**src/rtl/fifo_serial_reader_pkg.sv**
```systemverilog
// Shared definitions for the FIFO serial reader: FSM state encoding and counter sizing.
package fifo_ser_pkg;

  typedef enum logic [1:0] {
    S_IDLE  = 2'd0,
    S_FETCH = 2'd1,
    S_LOAD  = 2'd2,
    S_SHIFT = 2'd3
  } state_t;

  // Bits needed to count 0..n-1, never less than one bit.
  function automatic int cntWidth(input int n);
    return (n <= 2) ? 1 : $clog2(n);
  endfunction

endpackage

```
**src/rtl/fifo_serial_reader_if.sv**
```systemverilog
// FIFO read port plus serial link signals of the FIFO serial reader.
interface fifo_serial_reader_if #(
  parameter int WIDTH     = 16,
  parameter int CNT_WIDTH = 8
);

  logic                 enable;
  logic                 fifo_empty;
  logic [WIDTH-1:0]     fifo_data;
  logic                 fifo_read_enable;
  logic                 ser_data;
  logic                 ser_valid;
  logic                 ser_frame;
  logic                 busy;
  logic [CNT_WIDTH-1:0] words_sent;

  modport master (
    input  enable, fifo_empty, fifo_data,
    output fifo_read_enable, ser_data, ser_valid, ser_frame, busy, words_sent
  );

  modport slave (
    output enable, fifo_empty, fifo_data,
    input  fifo_read_enable, ser_data, ser_valid, ser_frame, busy, words_sent
  );

endinterface

```
**src/rtl/fifo_serial_reader_tick.sv**
```systemverilog
// Bit-period divider: counts 0..BIT_DIV-1 while running and pulses on the terminal count.
module ser_bit_tick
  import fifo_ser_pkg::*;
#(
  parameter int BIT_DIV = 4
) (
  input  logic clk,
  input  logic rst,
  input  logic i_clear,
  input  logic i_run,
  output logic o_tick
);

  localparam int            DW   = cntWidth(BIT_DIV);
  localparam logic [DW-1:0] TERM = DW'(BIT_DIV - 1);

  logic [DW-1:0] r_divCnt;

  always_ff @(posedge clk or posedge rst) begin
    if (rst) begin
      r_divCnt <= '0;
    end else if (i_clear) begin
      r_divCnt <= '0;
    end else if (i_run) begin
      r_divCnt <= (r_divCnt == TERM) ? '0 : r_divCnt + DW'(1);
    end
  end

  // With BIT_DIV=1 the counter stays at zero and the tick fires every running cycle.
  assign o_tick = i_run && (r_divCnt == TERM);

endmodule

```
**src/rtl/fifo_serial_reader.sv**
```systemverilog
// Pops words from the synchronous FIFO and shifts them out MSB-first, BIT_DIV clocks per bit,
// counting completed words.
module fifo_serial_reader
  import fifo_ser_pkg::*;
#(
  parameter int WIDTH     = 16,
  parameter int BIT_DIV   = 4,
  parameter int CNT_WIDTH = 8
) (
  input  logic                  clk,
  input  logic                  rst,
  fifo_serial_reader_if.master  io_bus
);

  localparam int            BW       = cntWidth(WIDTH);
  localparam logic [BW-1:0] LAST_BIT = BW'(WIDTH - 1);

  state_t               r_state;
  state_t               w_next;
  logic [WIDTH-1:0]     r_shreg;
  logic [BW-1:0]        r_bitCnt;
  logic [CNT_WIDTH-1:0] r_wordCnt;
  logic                 w_tick;
  logic                 w_endOfWord;
  logic                 w_fetchOk;

  ser_bit_tick #(.BIT_DIV(BIT_DIV)) u_tick (
    .clk     (clk),
    .rst     (rst),
    .i_clear (r_state == S_LOAD),
    .i_run   (r_state == S_SHIFT),
    .o_tick  (w_tick)
  );

  assign w_fetchOk   = io_bus.enable && !io_bus.fifo_empty;
  assign w_endOfWord = (r_state == S_SHIFT) && w_tick && (r_bitCnt == LAST_BIT);

  always_ff @(posedge clk or posedge rst) begin
    if (rst) begin
      r_state <= S_IDLE;
    end else begin
      r_state <= w_next;
    end
  end

  // Enable and FIFO status only matter in IDLE and on the last cycle of a word.
  always_comb begin
    w_next = r_state;
    case (r_state)
      S_IDLE:  if (w_fetchOk) w_next = S_FETCH;
      S_FETCH: w_next = S_LOAD;
      S_LOAD:  w_next = S_SHIFT;
      S_SHIFT: if (w_endOfWord) w_next = w_fetchOk ? S_FETCH : S_IDLE;
      default: w_next = S_IDLE;
    endcase
  end

  always_ff @(posedge clk or posedge rst) begin
    if (rst) begin
      r_shreg   <= '0;
      r_bitCnt  <= '0;
      r_wordCnt <= '0;
    end else begin
      if (r_state == S_LOAD) begin
        r_shreg  <= io_bus.fifo_data;
        r_bitCnt <= '0;
      end else if ((r_state == S_SHIFT) && w_tick) begin
        r_shreg  <= {r_shreg[WIDTH-2:0], 1'b0};
        r_bitCnt <= r_bitCnt + BW'(1);
      end
      if (w_endOfWord) begin
        r_wordCnt <= r_wordCnt + CNT_WIDTH'(1);
      end
    end
  end

  assign io_bus.fifo_read_enable = (r_state == S_FETCH);
  assign io_bus.ser_valid        = (r_state == S_SHIFT);
  assign io_bus.ser_data         = (r_state == S_SHIFT) && r_shreg[WIDTH-1];
  assign io_bus.ser_frame        = (r_state == S_SHIFT) && (r_bitCnt == '0);
  assign io_bus.busy             = (r_state != S_IDLE);
  assign io_bus.words_sent       = r_wordCnt;

endmodule

```
**src/flat_wrapper.sv**
```systemverilog
// flat-port wrapper written by rule: the top's interface ports become plain ports
module fifo_serial_reader_flat import fifo_ser_pkg::*;
#(
  parameter int WIDTH     = 16,
  parameter int BIT_DIV   = 4,
  parameter int CNT_WIDTH = 8
)
  (clk, rst, io_bus_enable, io_bus_fifo_empty, io_bus_fifo_data, io_bus_fifo_read_enable, io_bus_ser_data, io_bus_ser_valid, io_bus_ser_frame, io_bus_busy, io_bus_words_sent);
  fifo_serial_reader_if #(.WIDTH(WIDTH), .CNT_WIDTH(CNT_WIDTH)) io_bus_i ();
  input  logic clk;
  input  logic rst;
  input wire logic [$bits(io_bus_i.enable)-1:0] io_bus_enable;
  input wire logic [$bits(io_bus_i.fifo_empty)-1:0] io_bus_fifo_empty;
  input wire logic [$bits(io_bus_i.fifo_data)-1:0] io_bus_fifo_data;
  output wire logic [$bits(io_bus_i.fifo_read_enable)-1:0] io_bus_fifo_read_enable;
  output wire logic [$bits(io_bus_i.ser_data)-1:0] io_bus_ser_data;
  output wire logic [$bits(io_bus_i.ser_valid)-1:0] io_bus_ser_valid;
  output wire logic [$bits(io_bus_i.ser_frame)-1:0] io_bus_ser_frame;
  output wire logic [$bits(io_bus_i.busy)-1:0] io_bus_busy;
  output wire logic [$bits(io_bus_i.words_sent)-1:0] io_bus_words_sent;
  assign io_bus_i.enable = io_bus_enable;
  assign io_bus_i.fifo_empty = io_bus_fifo_empty;
  assign io_bus_i.fifo_data = io_bus_fifo_data;
  assign io_bus_fifo_read_enable = io_bus_i.fifo_read_enable;
  assign io_bus_ser_data = io_bus_i.ser_data;
  assign io_bus_ser_valid = io_bus_i.ser_valid;
  assign io_bus_ser_frame = io_bus_i.ser_frame;
  assign io_bus_busy = io_bus_i.busy;
  assign io_bus_words_sent = io_bus_i.words_sent;
  fifo_serial_reader #(.WIDTH(WIDTH), .BIT_DIV(BIT_DIV), .CNT_WIDTH(CNT_WIDTH)) u_core (.clk(clk), .rst(rst), .io_bus(io_bus_i));
endmodule
```
**config.mk**
```make
export PLATFORM = sky130hd
export DESIGN_NAME = fifo_serial_reader_flat
export DESIGN_NICKNAME = d
export VERILOG_FILES = /design/src/rtl/fifo_serial_reader_pkg.sv /design/src/rtl/fifo_serial_reader_if.sv /design/src/rtl/fifo_serial_reader_tick.sv /design/src/rtl/fifo_serial_reader.sv /design/src/flat_wrapper.sv
export SDC_FILE = /design/constraint.sdc
export NUM_CORES = 1
export LEC_CHECK = 0
export ABC_AREA = 0
export BUFFER_PORTS_ARGS = -buffer_cell sky130_fd_sc_hd__buf_2
export CORE_ASPECT_RATIO = 1.4
export CORE_MARGIN = 4
export CORE_UTILIZATION = 55
export DETAILED_ROUTE_END_ITERATION = 8
export GPL_TIMING_DRIVEN = 0
export PLACE_DENSITY = 0.8
export SYNTH_ARGS = -nofsm -noshare
export SYNTH_HDL_FRONTEND = slang
export SYNTH_SLANG_ARGS = --single-unit
```
**constraint.sdc**
```tcl
create_clock -name clk -period 2.75 [get_ports clk]
set_input_delay 0.55 -clock clk [delete_from_list [all_inputs] [get_ports clk]]
set_output_delay 0.55 -clock clk [all_outputs]
set_load 0.02 [all_outputs]
```
# Word level (Yosys, flattened, before mapping)

Cells that the tools add are included.

Add/subtract/negate cells: 3
$mul: 0
Div/mod/pow operators: 0
$lt $le $gt $ge: 0
Equality and inequality tests: 7
Shift-type cells: 0
Muxes and demuxes: 11
Bitwise logic cells: 0
Reduce and logical (&&, ||, !) cells: 13

Operator list:

| cell                                                | number |
|---|---|
| 2-to-1 mux 16 bit                                   | 2 |
| 2-to-1 mux 2 bit                                    | 5 |
| adder 8 x 1 -> 8 bit, second input constant         | 1 |
| 2-to-1 mux 4 bit                                    | 2 |
| one-hot mux 2 bit (4 select lines)                  | 1 |
| equality test 2 bit, second input constant          | 3 |
| logical AND 1 bit                                   | 6 |
| nonzero test 2 bit                                  | 3 |
| adder 4 x 1 -> 4 bit, second input constant         | 1 |
| equality test 4 bit, second input constant          | 1 |
| zero test 4 bit                                     | 1 |
| != test 2 x 1 -> 1 bit, second input constant       | 2 |
| adder 2 x 1 -> 2 bit, second input constant         | 1 |
| equality test 2 x 1 -> 1 bit, second input constant | 1 |
| zero test 2 bit                                     | 1 |
| AND reduction 2 bit                                 | 1 |
| zero test 1 bit                                     | 1 |
| 2-to-1 mux 1 bit                                    | 1 |

Flip-flop bits (word level): 32
Bits in latches: 0
Bits in writable memories: 0
ROM bits: 0
Word-level logic and storage cells: 39
Memories: 0

# Logic depth before layout (Yosys ltp)

Gate-level depths: netlist (run 1).

Depth in word-level cells: 6
Depth in mapped cells: 6
Mapped depth without buffers: 5

# Cells and area by module

From an unflattened synthesis (run 1), not the netlist that was laid out.

Cells, all modules: 155
Area, all modules: 1665.3 um^2

Modules (own cells, without submodules):

| module             | instances | cells an instance | area an instance (um^2) |
|---|---|---|---|
| fifo_serial_reader | 1         | 145               | 1555.2 |
| ser_bit_tick       | 1         | 10                | 110.1 |

# Worst setup path after synthesis (run 1)

No wires, ideal clock.

Path kind: register -> output
From: reg u_core.r_state[1]
To: out io_bus_ser_frame
Arrival: 1.663 ns
Required time: 2.200 ns
Slack: 0.537 ns
Stages on the path, launching flop included: 5
Path buffers: 1
Cell sequence: dfrtp_1 > ha_1 > buf_4 > inv_1 > nor4b_1

Cells in the longest elaborated chain, start to end: 2

RTL lines:

| what                       | line                     | RTL |
|---|---|---|
| start: declaration         | fifo_serial_reader.sv:18 | `state_t r_state;` |
| start signal: assignment   | fifo_serial_reader.sv:42 | `r_state <= w_next;` |
| equality test 2 bit        | --                       |  |
| named net io_bus_ser_valid | flat_wrapper.sv:17       | `output wire logic [$bits(io_bus_i.ser_valid)-1:0] io_bus_ser_valid;` |
| logical AND 1 bit          | fifo_serial_reader.sv:80 | `assign io_bus.ser_frame = (r_state == S_SHIFT) && (r_bitCnt == '0);` |
| end: declaration           | flat_wrapper.sv:18       | `output wire logic [$bits(io_bus_i.ser_frame)-1:0] io_bus_ser_frame;` |

The timed path passes the listed nets, and every way through them passes these cells.

# Worst setup path in the final report (run 1)

From: reg u_core.r_state[1]
To: out io_bus_ser_frame

Cells in the longest elaborated chain, start to end: 2

RTL lines:

| what                | line |
|---|---|
| equality test 2 bit | fifo_serial_reader.sv:80 |
| logical AND 1 bit   | fifo_serial_reader.sv:80 |

Every way passes these cells.

==> results.py, run 1 <==
metrics = {
    "global_routing": {
        "track_usage_pct": 19.22,
        "antenna_found_initial": 0,
        "grt_pass1_vias": 1272,
        "grt_max_degree": 33,
        "grt_pass1_wl_um": 5451,
        "overflow": 0,
    },
    "timing": {
        "fin_crit_ns": 2.160,
        "fin_skew_ns": 0.009308,
        "tns_ns": 0,
        "finalCritPeriodShare_pct": 78.54,
        "final-hold-violation-count": 0,
        "tightestPinTransition_ns": 1.186,
        "finalMaxSlewViolations": 0,
        "clock.fmax_ghz": 0.4630,
        "relSlewSlack_pct": 20.83,
        "rsz0062_at_grt": "no",
        "setup_violations": 0,
    },
    "detailed_routing": {
        "antenna_left": 0,
        "vias_per_cell": 5.346,
        "dr.pass1.iters": 4,
        "routedWlPerCell_um": 13.31,
        "dr_total_vias": 1235,
        "drc": 0,
        "drtIter0Drc": 23,
        "wirelength_um": 3075,
    },
    "clock_tree": {
        "cts_tree": "built",
        "cts_root_buf": "clkbuf_8",
        "clk_latency_ns": 0.29,
        "cts.clk_slew.worst_paths_ns": 0.06,
        "ctsResizeCount": 0,
        "clk_path_buf_depth": 2,
        "cts_hold_buf": 0,
        "cts_buffers": 5,
        "clock-sinks": 32,
        "htreeDepth": 2,
        "cts_setup_buffers": 0,
    },
    "pwr": {
        "p_int_mw": 1.141,
        "comb_power_share_pct": 34.5,
        "power_switching_mw": 0.6159,
        "power_density_mw_per_mm2": 912.2,
        "sw_frac_of_total_pct": 35.07,
        "peakVddDrop_uv": 698.2,
        "seqPwrFrac_pct": 40.5,
        "clkPwrFrac_pct": 25.0,
        "total_leakage_power_nw": 1.069,
    },
    "synth": {
        "synth_area_mm2": 0.001612,
        "synth_cells": 154,
        "yosysWarnings": 0,
        "syn_area_per_cell_um2": 10.46,
        "seq_area_frac_synth_pct": 49.69,
        "synth_cell_type_count": 28,
        "ys_ff_latch": 32,
        "syn_nets": 183,
    },
    "floorplanning": {
        "start_util_pct": 56.57,
        "design.die.area_mm2": 0.003872,
        "std_cell_rows": 23,
        "io_pins": 33,
        "fp.coreArea_mm2": 0.002849,
        "die_h_um": 72.05,
        "die_w_um": 53.75,
    },
    "worst_setup_path": {
        "crit_fanout": 10,
        "ff2ff_path_depth": 6,
        "path_cells": "ha_1, buf_4, inv_1, nor4b_1, buf_2",
        "crit_type": "reg2out",
        "cpPeakStageDelay_ns": 0.41,
        "arrival_ns": 1.61,
        "crit_buf_inv": 3,
        "critPathCaptureType": "output port",
        "critPathLaunchType": "flip-flop",
        "cp_slowest_cell": "dfrtp_1",
        "crit_cells": 5,
        "crit_family": "buffers and inverters",
        "cp.required_ns": 2.20,
    },
    "final_layout": {
        "post-route-util_pct": 67.59,
        "drive_above_1_share_pct": 23.71,
        "nFillCells": 216,
        "antenna_cells": 0,
        "areaGrowthSynthToFinish_pct": 19.49,
        "nets": 222,
    },
    "status": {
        "status": "completed",
    },
    "place": {
        "hpwl_um": 2289,
        "gp_congestion": 0.8076,
        "port_buffers": 32,
    },
    "job": {
        "cap_violations": 0,
    },
    "hold_path": {
        "hold_class": "reg2reg",
        "min_path_cells": 1,
    },
}
==> cells in the final DEF, fill, tap and decap left out, drive strengths merged, types with 6 or more instances in the layout <==
master	Yosys	layout
buf	3	35
dfrtp	32	32
nand2	21	21
o21ai	17	17
mux2i	16	16
clkbuf	4	10
inv	9	9
ha	9	9
xor2	8	8
nor2	6	6
==> power groups by stage <==
stage	Sequential [mW]	Combinational (mW)	Clock (mW)
CTS	0.711	0.616	0.450
global route	0.734	0.691	0.466
global placement	0.708	0.578	0
finish	0.711	0.606	0.440
floorplan	0.692	0.472	0
detailed placement	0.720	0.613	0
==> routing by layer <==
layer  wire length [um]  vias up  global-route usage, %
met5                  0        -                      0
li1                   -      608                      -
met1               1222      594                  22.15
met2               1628       24                  31.67
met4                 76        0                  9.375
met3                148        9                  5.544
==> cell usage after synthesis <==
library cell / number / share of area [%]
dfrtp_1: 32 / 50
nand2_1: 20 / 4.7
o21ai_0: 17 / 5.3
mux2i_1: 16 / 9.9
ha_1: 9 / 7.0
inv_1: 9 / 2.1
xor2_1: 8 / 4.3
nor2_1: 6 / 1.4
clkbuf_1: 4 / 0.93
nand3_1: 4 / 1.2
nor4_1: 4 / 1.6
a21oi_1: 3 / 0.93
nand4_1: 3 / 1.2
a22oi_1: 2 / 0.93
buf_4: 2 / 0.93
mux2_2: 2 / 1.4
nor3_1: 2 / 0.62
a221o_1: 1 / 0.62
a311oi_1: 1 / 0.54
and2_1: 1 / 0.39
buf_6: 1 / 0.70
nand2_4: 1 / 0.70
nand2b_1: 1 / 0.39
nand3_2: 1 / 0.62
nor3b_1: 1 / 0.47
nor4b_1: 1 / 0.54
or3_1: 1 / 0.39
xnor2_1: 1 / 0.54
==> cells by family after synthesis <==
logic type	synth area share, %
fa+ha+maj	6.988
buf+inv	4.658
simple gates	14.13
xor+xnor	4.892
flops	49.69
mux	11.34
compound gates	8.307
==> registers in the layout, indices dropped and copies added (netlist names) <==
register and cells:
u_core.io_bus.words_sent 8, u_core.r_bitCnt 4, u_core.r_shreg 16, u_core.r_state 2
u_core.u_tick.r_divCnt 2
==> final timing paths <==
check,to,slack (ns),start
max in group asynchronous,u_core.r_shreg[1],1.46,rst
min in group asynchronous,u_core.io_bus.words_sent[0],0.57,rst
max reg2reg,u_core.r_shreg[11],1.04,u_core.r_state[0]
min reg2reg,u_core.io_bus.words_sent[7],0.46,u_core.io_bus.words_sent[7]
min,u_core.io_bus.words_sent[7],0.46,u_core.io_bus.words_sent[7]
max,io_bus_ser_frame,0.59,u_core.r_state[1]
==> final cells by class <==
class                      instances  area, um^2  area share, %
clock inverter                     2       35.03          1.819
clock buffer                       6       72.57          3.769
multi-input combinational        106       735.7          38.21
timing repair buffer              32       160.2          8.317
buffer                             7       41.29          2.144
inverter                           9       33.78          1.754
tap                               37       46.29          2.404
sequential                        32       800.8          41.59
==> stage by stage <==
step	area, um^2	worst slack (ns)	hold WS, ns	instances	power, mW
after floorplan	1612	0.5372	0.4903	154	1.163
after global placement	1818	0.8786	0.4536	223	1.286
after detailed placement	1818	0.8878	0.4520	223	1.333
after CTS	1926	0.5701	0.4610	231	1.777
after global routing	1926	0.4180	0.4657	231	1.891
final	1926	0.5901	0.4612	231	1.756
==> worst register-to-register path, stage by stage, from the launching register on <==
cell      delay, ns
dfrtp_1        0.40
inv_1          0.14
ha_1           0.20
clkbuf_1       0.31
clkbuf_1       0.38
nand2_1        0.09
o21ai_0        0.11
(Power assumes the default switching activity.)
==> run 2, diff against run 1 <==
--- a/config.mk
+++ b/config.mk
@@ -9,10 +9,10 @@
 export BUFFER_PORTS_ARGS = -buffer_cell sky130_fd_sc_hd__buf_2
 export CORE_ASPECT_RATIO = 1.4
 export CORE_MARGIN = 4
-export CORE_UTILIZATION = 55
+export CORE_UTILIZATION = 54
 export DETAILED_ROUTE_END_ITERATION = 8
 export GPL_TIMING_DRIVEN = 0
-export PLACE_DENSITY = 0.8
+export PLACE_DENSITY = 0.79
 export SYNTH_ARGS = -nofsm -noshare
 export SYNTH_HDL_FRONTEND = slang
 export SYNTH_SLANG_ARGS = --single-unit
==> constraint.sdc (replaced) <==
create_clock -name clk -period 2.1 [get_ports clk]
set_input_delay 0.42 -clock clk [delete_from_list [all_inputs] [get_ports clk]]
set_output_delay 0.42 -clock clk [all_outputs]
set_load 0.02 [all_outputs]
==> results.py, run 2 (same netlist as run 1, synthesis figures left out) <==
metrics = {
    "status": {
        "status": "completed",
    },
    "global_routing": {
        "antenna_found_initial": 0,
        "grt_max_degree": 33,
        "grt_pass1_vias": 1311,
        "track_usage_pct": 19.84,
        "overflow": 0,
        "grt_pass1_wl_um": 5623,
    },
    "hold_path": {
        "hold_class": "in2async",
    },
    "clock_tree": {
        "clock-sinks": 32,
        "htreeDepth": 2,
        "clk_latency_ns": 0.28,
        "cts_tree": "built",
        "cts_buffers": 5,
        "cts_root_buf": "clkbuf_8",
        "cts.clk_slew.worst_paths_ns": 0.06,
        "cts_hold_buf": 0,
        "ctsResizeCount": 0,
        "clk_path_buf_depth": 2,
    },
    "timing": {
        "rsz0062_at_grt": "no",
        "tns_ns": 0,
        "fin_crit_ns": 1.968,
        "finalMaxSlewViolations": 0,
        "fin_skew_ns": 0.004746,
        "finalCritPeriodShare_pct": 93.73,
        "setup_violations": 0,
        "holdWs_ns": 0.1902,
        "final-hold-violation-count": 0,
        "relSlewSlack_pct": 61.23,
        "clock.fmax_ghz": 0.5080,
        "tightestPinTransition_ns": 0.5808,
    },
    "final_layout": {
        "areaGrowthSynthToFinish_pct": 21.43,
        "antenna_cells": 0,
        "final_cell_mix": "buf_2, dfrtp_1, nand2_1",
        "largest_reg_flops": 16,
        "nFillCells": 252,
        "drive_above_1_share_pct": 25.00,
        "final_cell_area_mm2": 0.001957,
        "ff_latch_area_um2": 800.8,
        "nets": 225,
        "post-route-util_pct": 68.00,
        "multiInputGateArea_um2": 735.7,
        "largest_register": "u_core.r_shreg",
    },
    "pwr": {
        "p_total_mw": 2.285,
        "power_switching_mw": 0.8220,
        "clkPwrFrac_pct": 21.8,
        "comb_power_share_pct": 37.4,
        "p_int_mw": 1.463,
        "seqPwrFrac_pct": 40.7,
        "sw_frac_of_total_pct": 35.97,
        "total_leakage_power_nw": 1.086,
        "power_density_mw_per_mm2": 1168,
        "peakVddDrop_uv": 710.1,
    },
    "floorplanning": {
        "fp.coreArea_mm2": 0.002878,
        "io_pins": 33,
        "die_w_um": 54.17,
        "design.die.area_mm2": 0.003935,
        "std_cell_rows": 23,
        "die_h_um": 72.64,
        "start_util_pct": 56.00,
    },
    "worst_setup_path": {
        "crit_family": "buffers and inverters",
        "ff2ff_path_depth": 6,
        "crit_buf_inv": 3,
        "reg2reg_to": "u_core.r_shreg[5]",
        "crit-reg2reg-launch": "u_core.r_state[0]",
        "critPathCaptureType": "output port",
        "ff2ff_setup_slack_ns": 0.37,
        "critPathLaunchType": "flip-flop",
        "cp_slowest_cell": "dfrtp_1",
        "crit_type": "reg2out",
        "cp.required_ns": 1.68,
        "arrival_ns": 1.55,
        "path_cells": "ha_1, buf_4, inv_1, nor4b_1, buf_2",
        "crit_fanout": 10,
        "cpPeakStageDelay_ns": 0.39,
    },
    "detailed_routing": {
        "dr.pass1.iters": 4,
        "drc": 0,
        "antenna_left": 0,
        "dr_total_vias": 1288,
        "vias_per_cell": 5.528,
        "routedWlPerCell_um": 14.64,
        "wirelength_um": 3412,
        "drtIter0Drc": 25,
    },
    "place": {
        "placed_cell_area_mm2": 0.001818,
        "gp_congestion": 0.8020,
        "hpwl_um": 2431,
        "port_buffers": 32,
    },
    "job": {
        "cap_violations": 0,
    },
}
run 2: cell count changes in the layout (fill, tap and decap cells not counted):
cell       before  now
bufinv_16       1    0
clkbuf_8        5    7
buf_4           2    4
clkinv_2        1    0
buf_16          0    1
clkbuf_1        5    4
run 2: routing by layer:
| layer | track usage [%] | routed length [um] | up-vias | share of wire, % |
|---|---|---|---|---|
| li1 | - | - | 610 | - |
| met1 | 21.16 | 1348 | 633 | 40 |
| met2 | 33.69 | 1830 | 36 | 54 |
| met3 | 5.521 | 154 | 9 | 4.5 |
| met4 | 11.36 | 80 | 0 | 2.3 |
| met5 | 0 | 0 | - | 0 |
run 2: power groups by stage:
stage / logic, mW / registers [mW] / clock network (mW)
floorplan: 0.618 / 0.906 / 0
global placement: 0.759 / 0.926 / 0
detailed placement: 0.820 / 0.940 / 0
CTS: 0.822 / 0.933 / 0.512
global route: 0.963 / 0.951 / 0.542
finish: 0.856 / 0.931 / 0.499
run 2: metrics by stage:
step                cells  setup slack, ns
floorplan             154          0.01719
global placement      223           0.3597
detailed placement    223           0.3623
CTS                   230          0.06349
global route          233          0.01438
finish                233           0.1316
run 2: how the worst max path moves through the flow:
| stage | slack [ns] | to | from | depth (start not counted) |
|---|---|---|---|---|
| 6_report | 0.13 | io_bus_ser_frame | u_core.r_state[1] | 5 |
| 5_1_grt | 0.01 | io_bus_ser_frame | u_core.r_state[1] | 5 |
| 4_1_cts | 0.06 | io_bus_ser_frame | u_core.r_state[1] | 5 |
| 3_5_place_dp | 0.36 | u_core.r_shreg[5] | u_core.r_state[0] | 6 |
| 3_3_place_gp | 0.36 | io_bus_ser_frame | u_core.r_state[1] | 5 |
| 2_1_floorplan | 0.02 | io_bus_ser_frame | u_core.r_state[1] | 4 |
run 2: final cells by class:
type                       instances  area share, %
clock buffer                       7          4.923
tap                               37          2.366
multi-input combinational        106          37.60
inverter                           9          1.726
buffer                             7          2.110
timing repair buffer              35          10.36
sequential                        32          40.92
run 2: worst reg2reg max path, cell delays in order, from the launching register on:
cell and delay (ns):
dfrtp_1 0.40, inv_1 0.16, ha_1 0.20, clkbuf_1 0.31, clkbuf_1 0.39, nand2_1 0.09
o21ai_0 0.10
run 2: repair_timing:
action | CTS | global route
buffers inserted | 0 | 2
hold endpoints to repair | 0 | 0
setup endpoints to repair | 0 | 1
